`config.mk`:
```
export PLATFORM = sky130hd
export DESIGN_NAME = semaphore_monitor
export DESIGN_NICKNAME = d
export VERILOG_FILES = /design/src/rtl/semaphore_monitor.sv
export SDC_FILE = /design/constraint.sdc
export NUM_CORES = 1
export LEC_CHECK = 0
export ABC_AREA = 1
export BUFFER_PORTS_ARGS = -buffer_cell sky130_fd_sc_hd__buf_2
export CAP_MARGIN = 20
export CORE_MARGIN = 8
export CORE_UTILIZATION = 47
export DETAILED_ROUTE_END_ITERATION = 6
export MAX_ROUTING_LAYER = met4
export PLACE_DENSITY_LB_ADDON = 0.25
export SLEW_MARGIN = 5
export SYNTH_ARGS = -nofsm -noshare
export SYNTH_HDL_FRONTEND = slang
export SYNTH_SLANG_ARGS = --single-unit
```
`constraint.sdc`:
```
create_clock -name clk -period 1.5 [get_ports clk]
set_clock_uncertainty 0.2 [all_clocks]
set_input_delay 0.225 -clock clk [delete_from_list [all_inputs] [get_ports clk]]
set_output_delay 0.225 -clock clk [all_outputs]
set_load 0.05 [all_outputs]
```
`src/rtl/semaphore_monitor.sv`:
```
// rtl/semaphore_monitor.sv - lamp-pin decoder, phase tracker and sequence/dwell watchdog
// Dwell timing checks are compiled in only when SEMAPHORE_MON_TIMING_EN is defined.
module semaphore_monitor #(
  parameter int RED_CYCLES    = 51,
  parameter int RY_CYCLES     = 11,
  parameter int GREEN_CYCLES  = 31,
  parameter int YELLOW_CYCLES = 11,
  parameter int DW            = 7
) (
  input  logic          clk,
  input  logic          rst_n,
  input  logic          red,
  input  logic          yellow,
  input  logic          green,
  input  logic          fault_clr,
  output logic [3:0]    phase,
  output logic [DW-1:0] dwell,
  output logic          err_seq,
  output logic          err_time,
  output logic          fault,
  output logic [7:0]    loops
);

  typedef enum logic [3:0] {
    PH_OFF    = 4'b0001,
    PH_RED    = 4'b0010,
    PH_RY     = 4'b0011,
    PH_GREEN  = 4'b0100,
    PH_YELLOW = 4'b0101,
    PH_BAD    = 4'b1111
  } phase_e;

  localparam logic [DW-1:0] DWELL_ONE = DW'(1);

  logic [2:0]    lamp_q, lamp_d;
  phase_e        phase_q, phase_d, dec;
  logic [DW-1:0] dwell_q, dwell_d, req_dwell;
  logic          err_seq_q, err_seq_d;
  logic          err_time_q, err_time_d;
  logic          fault_q, fault_d;
  logic [7:0]    loops_q, loops_d;
  logic          legal, timed, timing_en;

`ifdef SEMAPHORE_MON_TIMING_EN
  assign timing_en = 1'b1;
`else
  assign timing_en = 1'b0;
`endif

  assign lamp_d = {red, yellow, green};

  always_comb begin
    case (lamp_q)
      3'b000:  dec = PH_OFF;
      3'b100:  dec = PH_RED;
      3'b110:  dec = PH_RY;
      3'b001:  dec = PH_GREEN;
      3'b010:  dec = PH_YELLOW;
      default: dec = PH_BAD;
    endcase
  end

  // Only the four lit phases have a required dwell; OFF and BAD are never timed.
  always_comb begin
    timed = 1'b1;
    case (phase_q)
      PH_RED:    req_dwell = DW'(RED_CYCLES);
      PH_RY:     req_dwell = DW'(RY_CYCLES);
      PH_GREEN:  req_dwell = DW'(GREEN_CYCLES);
      PH_YELLOW: req_dwell = DW'(YELLOW_CYCLES);
      default: begin
        req_dwell = '0;
        timed     = 1'b0;
      end
    endcase
  end

  always_comb begin
    legal = (dec == PH_OFF);
    case (phase_q)
      PH_OFF:    if (dec == PH_RED)    legal = 1'b1;
      PH_RED:    if (dec == PH_RY)     legal = 1'b1;
      PH_RY:     if (dec == PH_GREEN)  legal = 1'b1;
      PH_GREEN:  if (dec == PH_YELLOW) legal = 1'b1;
      PH_YELLOW: if (dec == PH_RED)    legal = 1'b1;
      default:   ;
    endcase
  end

  always_comb begin
    phase_d    = phase_q;
    dwell_d    = dwell_q;
    err_seq_d  = 1'b0;
    err_time_d = 1'b0;
    loops_d    = loops_q;
    if (dec == phase_q) begin
      if (dwell_q != '1) dwell_d = dwell_q + DWELL_ONE;
    end else begin
      phase_d    = dec;
      dwell_d    = DWELL_ONE;
      err_seq_d  = !legal;
      err_time_d = timing_en && legal && timed && (dec != PH_OFF) && (dwell_q != req_dwell);
      if (phase_q == PH_YELLOW && dec == PH_RED) loops_d = loops_q + 8'd1;
    end
    // A new error outranks a clear request in the same cycle.
    if (err_seq_d || err_time_d) fault_d = 1'b1;
    else if (fault_clr)          fault_d = 1'b0;
    else                         fault_d = fault_q;
  end

  always_ff @(posedge clk or negedge rst_n) begin
    if (!rst_n) begin
      lamp_q     <= 3'b000;
      phase_q    <= PH_OFF;
      dwell_q    <= '0;
      err_seq_q  <= 1'b0;
      err_time_q <= 1'b0;
      fault_q    <= 1'b0;
      loops_q    <= 8'd0;
    end else begin
      lamp_q     <= lamp_d;
      phase_q    <= phase_d;
      dwell_q    <= dwell_d;
      err_seq_q  <= err_seq_d;
      err_time_q <= err_time_d;
      fault_q    <= fault_d;
      loops_q    <= loops_d;
    end
  end

  assign phase    = phase_q;
  assign dwell    = dwell_q;
  assign err_seq  = err_seq_q;
  assign err_time = err_time_q;
  assign fault    = fault_q;
  assign loops    = loops_q;

endmodule

```
# Yosys cells after proc, flatten, opt, wreduce, memory -nomap -nowiden

Cells that the tools add are included.

Mux-type cells: 11
Reductions and logical operators: 6
Eq/ne operators: 17
Bitwise operators: 1
Add/sub/neg operators: 2

Operators by type and width:

| operator                                                              | number |
|---|---|
| 4-bit case mux with 5 select lines                                    | 1 |
| 4-bit by 2-bit equality test with 1-bit output, second input constant | 4 |
| 4-bit by 3-bit equality test with 1-bit output, second input constant | 4 |
| 7-bit 2-to-1 mux                                                      | 2 |
| 8-bit by 1-bit adder with 8-bit output, second input constant         | 1 |
| 4-bit by 1-bit equality test with 1-bit output, second input constant | 2 |
| 7-bit by 1-bit adder with 7-bit output, second input constant         | 1 |
| 1-bit 2-to-1 mux                                                      | 7 |
| 7-bit != test, second input constant                                  | 1 |
| 3-bit equality test, second input constant                            | 2 |
| 4-bit equality test                                                   | 1 |
| 1-bit case mux with 4 select lines                                    | 1 |
| 3-bit by 1-bit equality test with 1-bit output, second input constant | 1 |
| 3-bit by 2-bit equality test with 1-bit output, second input constant | 1 |
| 3-bit zero test                                                       | 1 |
| 2-bit by 1-bit != test with 1-bit output, second input constant       | 1 |
| 2-bit AND reduction                                                   | 1 |
| 2-bit nonzero test                                                    | 1 |
| 2-bit OR reduction                                                    | 1 |
| 1-bit logical AND                                                     | 1 |
| 1-bit zero test                                                       | 1 |
| 1-bit inverter                                                        | 1 |

Bits in registers: 24
Output and inout bits: 22

# Depth between registers and ports, before layout

Word-level depth: 8
Gate-level depth with buffers: 9

# Least setup slack after synthesis

No wires, ideal clock.

Path kind: flip-flop to flip-flop
From: register dwell_q[1] (netlist: dwell[1])
To: register dwell_q[1] (netlist: dwell[1])
Data required time: 1228 ps
Buffers on the path: 0
Path slack: -435 ps
Stages on the path, launching flop included: 10
Arrival time: 1663 ps
Clock period less this slack: 1935 ps
Cell sequence: dfrtp_1 > ha_1 > nand3_1 > nor2_1 > nand3_1 > inv_1 > nand2_1 > nand2_1 > inv_1 > nor2_1

Word-level cells in the longest chain between the ends: 3
Elaborated cells on any way between the ends: 5
Those cells by class: add/sub (1); eq/ne (2); mux (2)

Ends and longest elaborated chain:

| element                                | line | source |
|---|---|---|
| start: declaration                     | 37   | `logic [DW-1:0] dwell_q, dwell_d, req_dwell;` |
| start signal: assignment               | 123  | `dwell_q <= dwell_d;` |
| 7-bit by 1-bit adder with 7-bit output | 97   | `if (dwell_q != '1) dwell_d = dwell_q + DWELL_ONE;` |
| 7-bit 2-to-1 mux                       | 97   |  |
| 7-bit 2-to-1 mux                       | 96   | `if (dec == phase_q) begin` |

Parallel ways exist; a longest one is shown, timed or not. The select of a mux whose other input is x is not followed.
A chain may end at the register's enable or synchronous reset.

# Worst setup path in the final report

From: register lamp_q[1]
To: register loops_q[2] (netlist: loops[2])

Word-level cells in the longest chain between the ends: 5
Elaborated cells on any way between the ends: 11
Those cells by class: eq/ne (6); mux (1); bitwise (1); reduce/logical (3)

Ends and longest elaborated chain:

| element                                                                                      | line    | source |
|---|---|---|
| start: declaration                                                                           | 35      | `logic [2:0] lamp_q, lamp_d;` |
| start signal: assignment                                                                     | 121     | `lamp_q <= lamp_d;` |
| 3-bit by 2-bit equality test with 1-bit output (tied with other cells)                       | 53      | `case (lamp_q)` |
| 4-bit case mux with 5 select lines (*)                                                       | 53      |  |
| 4-bit by 2-bit equality test with 1-bit output / 4-bit equality test (equally long branches) | 103, 96 |  |
| 1-bit logical AND / 1-bit inverter (equally long branches)                                   | -       |  |
| 2-bit AND reduction (no line) (*)                                                            | -       |  |
| end signal: assignment                                                                       | 127     | `loops_q <= loops_d;` |
| end: declaration                                                                             | 41      | `logic [7:0] loops_q, loops_d;` |

Mark *: on every way between the ends. The rest lies on a longest branch, timed or not.

==> metrics.log <==
INFO  metric totalWireLength = 2.95 mm
INFO  metric pwr-share-seq = 48.8%
INFO  metric power.share.combinational = 29.5%
INFO  metric tightestPinTransition = 0.511 ns
INFO  metric postSynthNetCount = 167
INFO  metric root_buf_cell = clkbuf_4
INFO  metric synth_top_cells_by_area = dfrtp_1, nand2_1, nand3_1
INFO  metric antenna_found_initial = 0
INFO  metric layout.nets = 218
INFO  metric power.switching = 0.554 mW
INFO  metric routed_length_per_instance = 12.4 µm
INFO  metric timing.final.ws_setup = -0.0750 ns
INFO  metric place.detailed.hpwl = 2.04 mm
INFO  metric ys_types = 21
INFO  metric failed_checks = negative setup slack
INFO  metric worst_ir_drop_vdd = 0.000806 V
INFO  metric clock_power_share = 21.7%
INFO  metric yosysTopAreaCell = dfrtp_1
INFO  metric power.density_cell_area = 856 nW/µm²
INFO  metric synthCells = 159
INFO  metric share_of_the_synthesized_area_in_compound_gates_ao_oa_aoi_oai = 3.98%
INFO  metric leakage_power_total = 0.905 nW
INFO  metric ys_seq_elements = 24
INFO  metric clkSlewWorstSetupHoldPaths = 0.13 ns
INFO  metric yosys.area_share.xor_xnor = 5.57%
INFO  metric drt_pre_antenna_iters = 4
INFO  metric yosys.cell_count.top_type = nand2_1
INFO  metric viasPerCell = 5.00
INFO  metric route.antenna.remaining_nets = 0
INFO  metric dominant_combinational_cell_family_by_area_after_synthesis = simple AND/OR/NAND/NOR gates
INFO  metric synth_top_cell_area_share = 45.8%
INFO  metric cell_internal_power_dissipation = 1.01 mW
INFO  metric status = complete, but fails checks
INFO  metric final_layout_size_suffix_gt1_share = 45.5%
INFO  metric count_of_pins_on_the_block_boundary = 28
INFO  metric path_max_fanout = 7
INFO  metric syn-mean-instance-area = 7.91 µm²
INFO  metric arrival = 1.62 ns
INFO  metric grt_max_degree = 25
INFO  metric groute.usage.overall = 13.7%
INFO  metric globalplace.congestion = 0.863
INFO  metric dieArea = 4590 µm²
INFO  metric vias = 1194
INFO  metric netlist_area_before_placement = 1260 µm²
INFO  metric tritoncts = yes
INFO  metric grt_setup_unrepaired = true
INFO  metric critPathKind = flop to flop
INFO  metric signed_area_change_from_the_synthesized_netlist_to_the_final_layout = 44.8%
INFO  metric final_min_period_over_clock_period = 105%
INFO  metric finalHoldViolCount = 0
INFO  metric cts_buffers = 3
INFO  metric synth_fa_ha_area_share = 1.99%
INFO  metric worstSetupStartpointType = flop
INFO  metric initial_core_util = 50.3%
INFO  metric asyncSetResetFlopFracSynth = 100%
INFO  metric synth.area.mux_share = 0%
INFO  metric hold_path_class = input pin to async pin
INFO  metric synth_warn = 0
INFO  metric drv_slew = 0
INFO  metric cts_max_level = 1
INFO  metric slew_headroom = 65.9%
INFO  metric preCtsSetupSlack = -0.0841 ns
INFO  metric n_antenna_cell = 0
INFO  metric utilization = 72.8%
INFO  metric fmax = 0.635 GHz
INFO  metric filler_cell_count = 190
INFO  metric synth-simple-area-share = 31.9%
INFO  metric grt_pass1_wl = 4.77 mm
INFO  metric clk_path_buf_depth = 2
INFO  metric setup_viol = 14
INFO  metric core-area = 2500 µm²
INFO  metric synth_commonest_cells = nand2_1, dfrtp_1, inv_1, nand3_1, nor2_1
INFO  metric critical_path_required = 1.54 ns
INFO  metric cp-end-kind = flop
INFO  metric io_buffers = 26
INFO  metric drt_iter0_markers = 53
INFO  metric netSwitchingFraction = 35.5%
INFO  metric clk-insertion-delay-late = 0.31 ns
INFO  metric grt_remaining_overflow = 0
INFO  metric synth_top_flop_cell = dfrtp_1
INFO  metric cts.sinks = 24
INFO  metric synth-edff-count = 0
INFO  metric finalCriticalPeriod = 1.58 ns
INFO  metric width_of_the_die = 67.7 µm
INFO  metric synth_sequential_area_ratio = 47.9%
INFO  metric detail_route.drc_violations = 0
INFO  metric cap_viol_max_count = 0
INFO  metric die_h = 67.7 µm
INFO  metric floorplan.rows = 18
INFO  metric vias_in_the_first_global_route = 1120
through the flow:
stage                     cell area [µm²]  cells  TNS (ns)  hold slack [ns]  power (mW)
after floorplan                      1320    159     -1.10           -0.271        1.05
after global placement               1530    221   -0.0125           0.0285        1.15
after detailed placement             1530    221    -0.428           0.0381        1.16
after CTS                            1690    234   -0.0575            0.228        1.54
after global routing                 1820    239     -1.69            0.249        1.64
final                                1820    239    -0.497            0.199        1.56
power groups by stage:
stage | Combinational [mW] | Sequential (mW) | Clock [mW]
floorplan | 0.140 | 0.905 | 0
global placement | 0.387 | 0.763 | 0
detailed placement | 0.395 | 0.766 | 0
CTS | 0.432 | 0.756 | 0.351
global route | 0.499 | 0.767 | 0.378
finish | 0.460 | 0.760 | 0.338
sequential cells by signal, indices dropped and copies added, names as in the netlist:
name     cells
loops        8
dwell        7
phase        4
lamp_q       3
err_seq      1
fault        1
worst max-delay path: stages (launching register included):
cell,delay (ns)
dfrtp_2,0.50
buf_4,0.18
nor2_4,0.12
nand4_4,0.18
nor2_2,0.16
xor2_1,0.16
metal layers:
layer	GRT usage [%]	vias up	routed length [µm]
met4	4.70	0	25
met5	-	-	0
li1	-	593	-
met2	24.0	38	1530
met3	2.32	4	185
met1	15.3	559	1210
area by class of cell:
class | count | area [µm²] | share of cell area, %
clock buffer | 4 | 36.3 | 1.99
sequential | 24 | 621 | 34.1
timing repair buffer | 47 | 350 | 19.2
multi-input combinational | 108 | 676 | 37.1
tap | 30 | 37.5 | 2.06
inverter | 26 | 100 | 5.50
cell usage in the layout (no fill, tap or decap), types with 4 or more instances in the layout:
| cell type | count |
|---|---|
| nand2_1 | 34 |
| inv_1 | 20 |
| buf_2 | 18 |
| nand3_1 | 16 |
| dfrtp_2 | 15 |
| buf_4 | 14 |
| nand2_2 | 9 |
| nor2_1 | 9 |
| dfrtp_1 | 8 |
| clkbuf_4 | 7 |
| xor2_1 | 6 |
| inv_2 | 5 |
| nor2_4 | 5 |
| o21ai_0 | 5 |
| dlygate4sd3_1 | 5 |
| buf_6 | 4 |
cell families (layout without fill, tap and decap cells):
family                     Yosys count  in the layout
AOI/OAI and AO/OA                   10             10
xor gates and xnor gates             8              8
adders and majority gates            2              2
buffers and inverters               27             77
DFF                                 24             24
other                                1              1
and+or+nand+nor                     87             87
worst paths after layout:
| path | from | endpoint | slack [ns] | cells past startpoint |
|---|---|---|---|---|
| max | lamp_q[1]$_DFF_PN0_ | loops[2]$_DFFE_PN0P_ | -0.08 | 5 |
| min | rst_n | loops[7]$_DFFE_PN0P_ | 0.20 | 2 |
| max reg2reg | lamp_q[1]$_DFF_PN0_ | loops[2]$_DFFE_PN0P_ | -0.08 | 5 |
| min reg2reg | fault$_DFFE_PN0P_ | fault$_DFFE_PN0P_ | 0.29 | 2 |
| max in group asynchronous | rst_n | dwell[1]$_DFFE_PN0P_ | 0.53 | 2 |
| min in group clk | fault$_DFFE_PN0P_ | fault$_DFFE_PN0P_ | 0.29 | 2 |
what timing repair did:
action                                  in CTS  in global routing
hold buffers                                 5                  0
pin swaps                                    9                 10
buffers inserted                             4                  5
endpoints found under the setup margin      19                 24
endpoints found under the hold margin       27                  0
resized for setup                           14                 24
Power figures use the tool's default switching activity.
